<file path="config.mk">
export PLATFORM = sky130hd
export DESIGN_NAME = audio_sample_scheduler
export DESIGN_NICKNAME = d
export VERILOG_FILES = /design/src/rtl/audio_sample_scheduler.sv
export SDC_FILE = /design/constraint.sdc
export NUM_CORES = 1
export LEC_CHECK = 0
export BUFFER_PORTS_ARGS = -buffer_cell sky130_fd_sc_hd__buf_2
export CAP_MARGIN = 40
export CORE_UTILIZATION = 35
export DETAILED_ROUTE_END_ITERATION = 12
export GPL_ROUTABILITY_DRIVEN = 0
export SLEW_MARGIN = 20
export SYNTH_ARGS = -nofsm -noshare
export SYNTH_HDL_FRONTEND = slang
export SYNTH_SLANG_ARGS = --single-unit
</file>
<file path="constraint.sdc">
create_clock -name clk -period 6.35 [get_ports clk]
set_input_delay 0.635 -clock clk [delete_from_list [all_inputs] [get_ports clk]]
set_output_delay 0.635 -clock clk [all_outputs]
set_load 0.02 [all_outputs]
</file>
<file path="src/rtl/audio_sample_scheduler.sv">
// Stereo PCM scheduler: pair FIFO, priming, divider-timed pcm_valid strobe, underrun handling.
// Optional soft mute on underrun via `define AUDIO_SCHEDULER_SOFT_MUTE_EN.
module audio_sample_scheduler #(
   parameter int WIDTH           = 16,
   parameter int DIVIDER_WIDTH   = 12,
   parameter int FIFO_DEPTH_LOG2 = 2
) (
   input  logic                       clk,
   input  logic                       reset_n,
   input  logic                       enable,
   input  logic                       flush,
   input  logic [DIVIDER_WIDTH-1:0]   divider,
   input  logic [WIDTH-1:0]           sample_left,
   input  logic [WIDTH-1:0]           sample_right,
   input  logic                       sample_valid,
   output logic                       sample_ready,
   output logic [WIDTH-1:0]           pcm_left,
   output logic [WIDTH-1:0]           pcm_right,
   output logic                       pcm_valid,
   output logic                       underrun,
   input  logic                       underrun_clear,
   output logic [FIFO_DEPTH_LOG2:0]   fifo_level
);

   localparam int DEPTH = 1 << FIFO_DEPTH_LOG2;
   localparam logic [FIFO_DEPTH_LOG2:0]   C_DEPTH   = DEPTH;
   localparam logic [FIFO_DEPTH_LOG2:0]   C_HALF    = DEPTH / 2;
   localparam logic [FIFO_DEPTH_LOG2:0]   C_LVL_ONE = 1;
   localparam logic [FIFO_DEPTH_LOG2-1:0] C_PTR_ONE = 1;
   localparam logic [DIVIDER_WIDTH-1:0]   C_CNT_ONE = 1;

   typedef enum logic [1:0] {S_IDLE, S_PRIME, S_RUN} state_t;

   state_t                     r_state;
   logic [DIVIDER_WIDTH-1:0]   r_cnt;
   logic [WIDTH-1:0]           r_mem_l [DEPTH];
   logic [WIDTH-1:0]           r_mem_r [DEPTH];
   logic [FIFO_DEPTH_LOG2-1:0] r_wptr;
   logic [FIFO_DEPTH_LOG2-1:0] r_rptr;
   logic [FIFO_DEPTH_LOG2:0]   r_level;
   logic [WIDTH-1:0]           r_pcm_left;
   logic [WIDTH-1:0]           r_pcm_right;
   logic                       r_pcm_valid;
   logic                       r_underrun;

   logic w_push;
   logic w_tick;
   logic w_pop;
   logic w_empty_tick;

`ifdef AUDIO_SCHEDULER_SOFT_MUTE_EN
   // Halve toward zero; -1 would otherwise stick, so it snaps to 0.
   function automatic logic [WIDTH-1:0] f_decay(input logic [WIDTH-1:0] v);
      logic [WIDTH-1:0] s;
      s = {v[WIDTH-1], v[WIDTH-1:1]};
      return (&s) ? '0 : s;
   endfunction
`endif

   assign sample_ready = reset_n && (r_level != C_DEPTH);
   assign w_push       = sample_valid && sample_ready && !flush;
   assign w_tick       = (r_state == S_RUN) && enable && !flush && (r_cnt == '0);
   assign w_pop        = w_tick && (r_level != '0);
   assign w_empty_tick = w_tick && (r_level == '0);

   assign pcm_left   = r_pcm_left;
   assign pcm_right  = r_pcm_right;
   assign pcm_valid  = r_pcm_valid;
   assign underrun   = r_underrun;
   assign fifo_level = r_level;

   always_ff @(posedge clk) begin
      if (w_push) begin
         r_mem_l[r_wptr] <= sample_left;
         r_mem_r[r_wptr] <= sample_right;
      end
   end

   always_ff @(posedge clk or negedge reset_n) begin
      if (!reset_n) begin
         r_wptr  <= '0;
         r_rptr  <= '0;
         r_level <= '0;
      end else if (flush) begin
         r_wptr  <= '0;
         r_rptr  <= '0;
         r_level <= '0;
      end else begin
         if (w_push) r_wptr <= r_wptr + C_PTR_ONE;
         if (w_pop)  r_rptr <= r_rptr + C_PTR_ONE;
         if (w_push && !w_pop)      r_level <= r_level + C_LVL_ONE;
         else if (w_pop && !w_push) r_level <= r_level - C_LVL_ONE;
      end
   end

   always_ff @(posedge clk or negedge reset_n) begin
      if (!reset_n) begin
         r_state <= S_IDLE;
         r_cnt   <= '0;
      end else if (flush) begin
         r_state <= enable ? S_PRIME : S_IDLE;
         r_cnt   <= '0;
      end else begin
         case (r_state)
            S_IDLE: begin
               r_cnt <= '0;
               if (enable) r_state <= S_PRIME;
            end
            S_PRIME: begin
               if (!enable) begin
                  r_state <= S_IDLE;
               end else if (r_level >= C_HALF) begin
                  r_state <= S_RUN;
                  r_cnt   <= divider;
               end
            end
            S_RUN: begin
               if (!enable) begin
                  r_state <= S_IDLE;
                  r_cnt   <= '0;
               end else if (r_cnt == '0) begin
                  r_cnt <= divider;
               end else begin
                  r_cnt <= r_cnt - C_CNT_ONE;
               end
            end
            default: begin
               r_state <= S_IDLE;
               r_cnt   <= '0;
            end
         endcase
      end
   end

   always_ff @(posedge clk or negedge reset_n) begin
      if (!reset_n) begin
         r_pcm_left  <= '0;
         r_pcm_right <= '0;
         r_pcm_valid <= 1'b0;
         r_underrun  <= 1'b0;
      end else begin
         r_pcm_valid <= w_tick;
         if (w_pop) begin
            r_pcm_left  <= r_mem_l[r_rptr];
            r_pcm_right <= r_mem_r[r_rptr];
         end else if (w_empty_tick) begin
`ifdef AUDIO_SCHEDULER_SOFT_MUTE_EN
            r_pcm_left  <= f_decay(r_pcm_left);
            r_pcm_right <= f_decay(r_pcm_right);
`else
            r_pcm_left  <= r_pcm_left;
            r_pcm_right <= r_pcm_right;
`endif
         end
         // set beats a same-cycle clear
         if (w_empty_tick)        r_underrun <= 1'b1;
         else if (underrun_clear) r_underrun <= 1'b0;
      end
   end

endmodule

</file>
==> impl_metrics.tcl <==
set metrics [dict create \
    yosysTopAreaCell "edfxtp_1" \
    fmax_mhz 263.3 \
    h-tree-depth 4 \
    share_of_synthesized_registers_carrying_an_async_set_or_reset 0.3005 \
    cellLeakagePower_nw 3.347 \
    crit_buf_inv 2 \
    number_of_resized_instances_in_the_post_cts_repair_step 0 \
    finish.cell_count_without_fillers 789 \
    synth.yosys.warnings 0 \
    number_of_flops_mapped_to_enable_cells_by_yosys 128 \
    floorplan.die.height_um 147.3 \
    grt-ovfl-total 0 \
    synth_simple_gate_area_share 0.05130 \
    std_cell_rows 52 \
    boundaryPins 88 \
    finish.net_count 563 \
    share_clk_of_total_power 0.341 \
    final-max-slew-violation-count 0 \
    cp_data_required_time_ns 6.68 \
    clkLatencyLatePin_ns 0.43 \
    power_density_nw_per_um2 346.6 \
    critical_path.max_fanout 42 \
    dr_total_vias 3975 \
    fill_cells 1811 \
    final_core_util 0.4295 \
    port_buffers 87 \
    synth.mux.area_fraction 0.1476 \
    routed_wl_um 14320 \
    worstMarginPinSlew_ns 0.8497 \
    worst_slew_margin_rel 0.4283 \
    share_of_post_route_cells_with_drive_strength_above_1 0.3992 \
    grt_first_pass_wirelength_um 22730 \
    run_status "finished, final reports clean" \
    synth_cells 409 \
    start_kind "register" \
    path_delay_family "simple AND/OR/NAND/NOR gates" \
    via_count_of_the_first_global_routing_pass 4149 \
    post_synth_xor_area_fraction 0.004741 \
    cts.sinks 183 \
    worst_hold_path_type "input port to async pin" \
    combPwrFrac 0.181 \
    final_cell_mix "128 x edfxtp_1, 87 x buf_2, 53 x dfrtp_1" \
    synthDistinctLibCells 49 \
    timing_worst_setup_path_type "register to register" \
    clkTransAtPathRegs_ns 0.07 \
    synth_adder_area_share 0.01795 \
    layout_commonest_cell "edfxtp_1" \
    drt_pass1_iterations 5 \
    max_cap_violations 0 \
    dp_worst_setup_slack_ns 2.557 \
    synth_area_in_compound_gates 0.05097 \
    r2r.worst_path.cells 10 \
    power.share.switching 0.2866 \
    start_util 0.3606 \
    synth_nets 469 \
    proportion_of_synthesized_chip_area_in_sequential_cells 0.7064 \
    unrepaired_setup_endpoints_after_global_routing "false" \
    layout-area-overhead-vs-synth_pct 19.13 \
    die_w_um 147.3 \
    cts_root_buffer "clkbuf_16" \
    antenna_violations_before_repair 1 \
    pwr-share-seq 0.478 \
    core_area_um2 20490 \
    dpl-instance-area_um2 8208 \
    worst_slack_ns 2.552 \
    psw_mw 0.8746 \
    cts-buffers-inserted 17 \
    internal_power_mw 2.177 \
    synth_seq_cells 183 \
    vias_per_cell 5.038 \
    avgSynthCellArea_um2 18.07 \
    global_route_usage_over_all_layers 0.1422 \
    fin_worst_skew_ns 0.01008 \
    arrival_ns 4.13 \
    power.ir.vdd_worst_v 0.0001720 \
    main_flop_type_after_synthesis "edfxtp_1" \
    post_cts.repair.setup_buffers 0 \
    layout_worst_path_cycle_share 0.5981 \
    finalWorstPathRequiredPeriod_ns 3.798 \
    critical_path.max_stage_delay_ns 0.52 \
    drc_errors 0 \
    path_cells "inv_1 -> ha_1 -> or3b_2 -> nor4_4 -> and2_2 -> buf_4 -> nor3_1 -> fa_1 -> or4_1 -> a22oi_1" \
    final_setup_tns_ns 0 \
    finalHoldViolCount 0 \
    grt_start_max_net_pins 46 \
    power_mw 3.051 \
    place.detailed.instances 754 \
    tritoncts_clock_tree "done" \
    synth.cell_area_um2 7390 \
    synth_top_family_by_area "multiplexers" \
    antenna_left 0 \
    routed_wire_length_per_instance_um 18.14 \
    finalSetupViolCount 0 \
    dp.final_hpwl_um 9003 \
    clk_path_buf_depth 2 \
    final_worst_hold_slack_ns 0.1597 \
    critical_path.endpoint_type "register" \
    yosysTopAreaCellShare 0.5201 \
    timing.critical_path.slowest_stage_cell "or3b_2" \
    dominant_cells_by_area_after_synthesis "edfxtp_1 52%, dfrtp_1 19%, mux4_2 9.8%" \
    starting_drc_count_in_detailed_routing 202 \
    floorplan.die_area_um2 21700 \
    finish.instance_area_um2 8803 \
    path_length_in_cells_of_the_critical_path 10 \
    postCtsHoldBufs 0 \
]
-- synthesized netlist by cell type, drive strengths merged, types with 2 or more instances --
| cell | n |
|---|---|
| or4 | 5 |
| o211ai | 3 |
| and2 | 6 |
| a41oi | 2 |
| a31oi | 2 |
| o2bb2ai | 4 |
| nor2b | 2 |
| mux4 | 32 |
| or3b | 2 |
| buf | 12 |
| dfrtp | 55 |
| ha | 9 |
| a22oi | 2 |
| mux2 | 32 |
| nand3 | 4 |
| a221o | 6 |
| a21oi | 9 |
| o21ai | 9 |
| nand2b | 3 |
| clkbuf | 9 |
| edfxtp | 128 |
| or2 | 2 |
| nor3 | 10 |
| xnor2 | 3 |
| o211a | 4 |
| nand2 | 9 |
| a211oi | 2 |
| nor2 | 13 |
| nor3b | 3 |
| or3 | 2 |
| nor4 | 4 |
| inv | 9 |
-- power by group through the flow --
stage	Clock, mW	Sequential [mW]	Combinational (mW)
6_report	1.04	1.46	0.553
4_1_cts	1.08	1.46	0.556
3_5_place_dp	0	1.48	0.553
5_1_grt	1.12	1.48	0.601
3_3_place_gp	0	1.48	0.532
2_1_floorplan	0	1.55	0.290
-- registers in the layout (all words and copies together), names as in the netlist --
name,flops
pcm_valid,1
r_rptr,2
r_mem_r,64
pcm_left,16
r_state,2
fifo_level,3
underrun,1
r_cnt,12
r_mem_l,64
r_wptr,2
pcm_right,16
-- path summary, 6_finish.rpt --
check / slack (ns) / from / end
hold / removal: 0.16 / reset_n / pcm_left[8]$_DFFE_PN0P_
max in group asynchronous: 5.67 / reset_n / r_rptr[0]$_DFFE_PN0P_
setup / recovery: 2.55 / r_cnt[0]$_DFFE_PN0P_ / fifo_level[2]$_DFFE_PN0P_
min in group clk: 0.40 / underrun_clear / underrun$_DFFE_PN0P_
setup reg to reg: 2.55 / r_cnt[0]$_DFFE_PN0P_ / fifo_level[2]$_DFFE_PN0P_
hold reg to reg: 0.50 / pcm_right[2]$_DFFE_PN0P_ / pcm_right[2]$_DFFE_PN0P_
-- final cells by class --
type	instances	area [um2]	share of cell area
sequential	183	5223	0.5932
timing repair buffer	96	593.1	0.06737
clock inverter	14	158.9	0.01805
inverter	9	33.78	0.003837
multi-input combinational	196	2021	0.2295
tap	270	337.8	0.03837
clock buffer	18	429.2	0.04875
antenna	3	7.507	0.0008528
-- per-layer routing --
layer | part of all wire | track usage | routed length, um
met1 | 0.42 | 0.1689 | 6040
met2 | 0.50 | 0.2347 | 7206
met3 | 0.069 | 0.05932 | 991
met4 | 0.0053 | 0.04330 | 76
met5 | 0 | 0 | 0
-- cell families (layout without fill, tap and decap cells) --
family                     count (synthesis)  after routing
other                                      0              3
AOI/OAI and AO/OA                         51             51
and+or+nand+nor                           66             66
DFF                                      183            183
muxes                                     65             65
xor gates and xnor gates                   4              4
buffers and inverters                     30            137
adders and majority gates                 10             10
(Power assumes the default switching activity.)
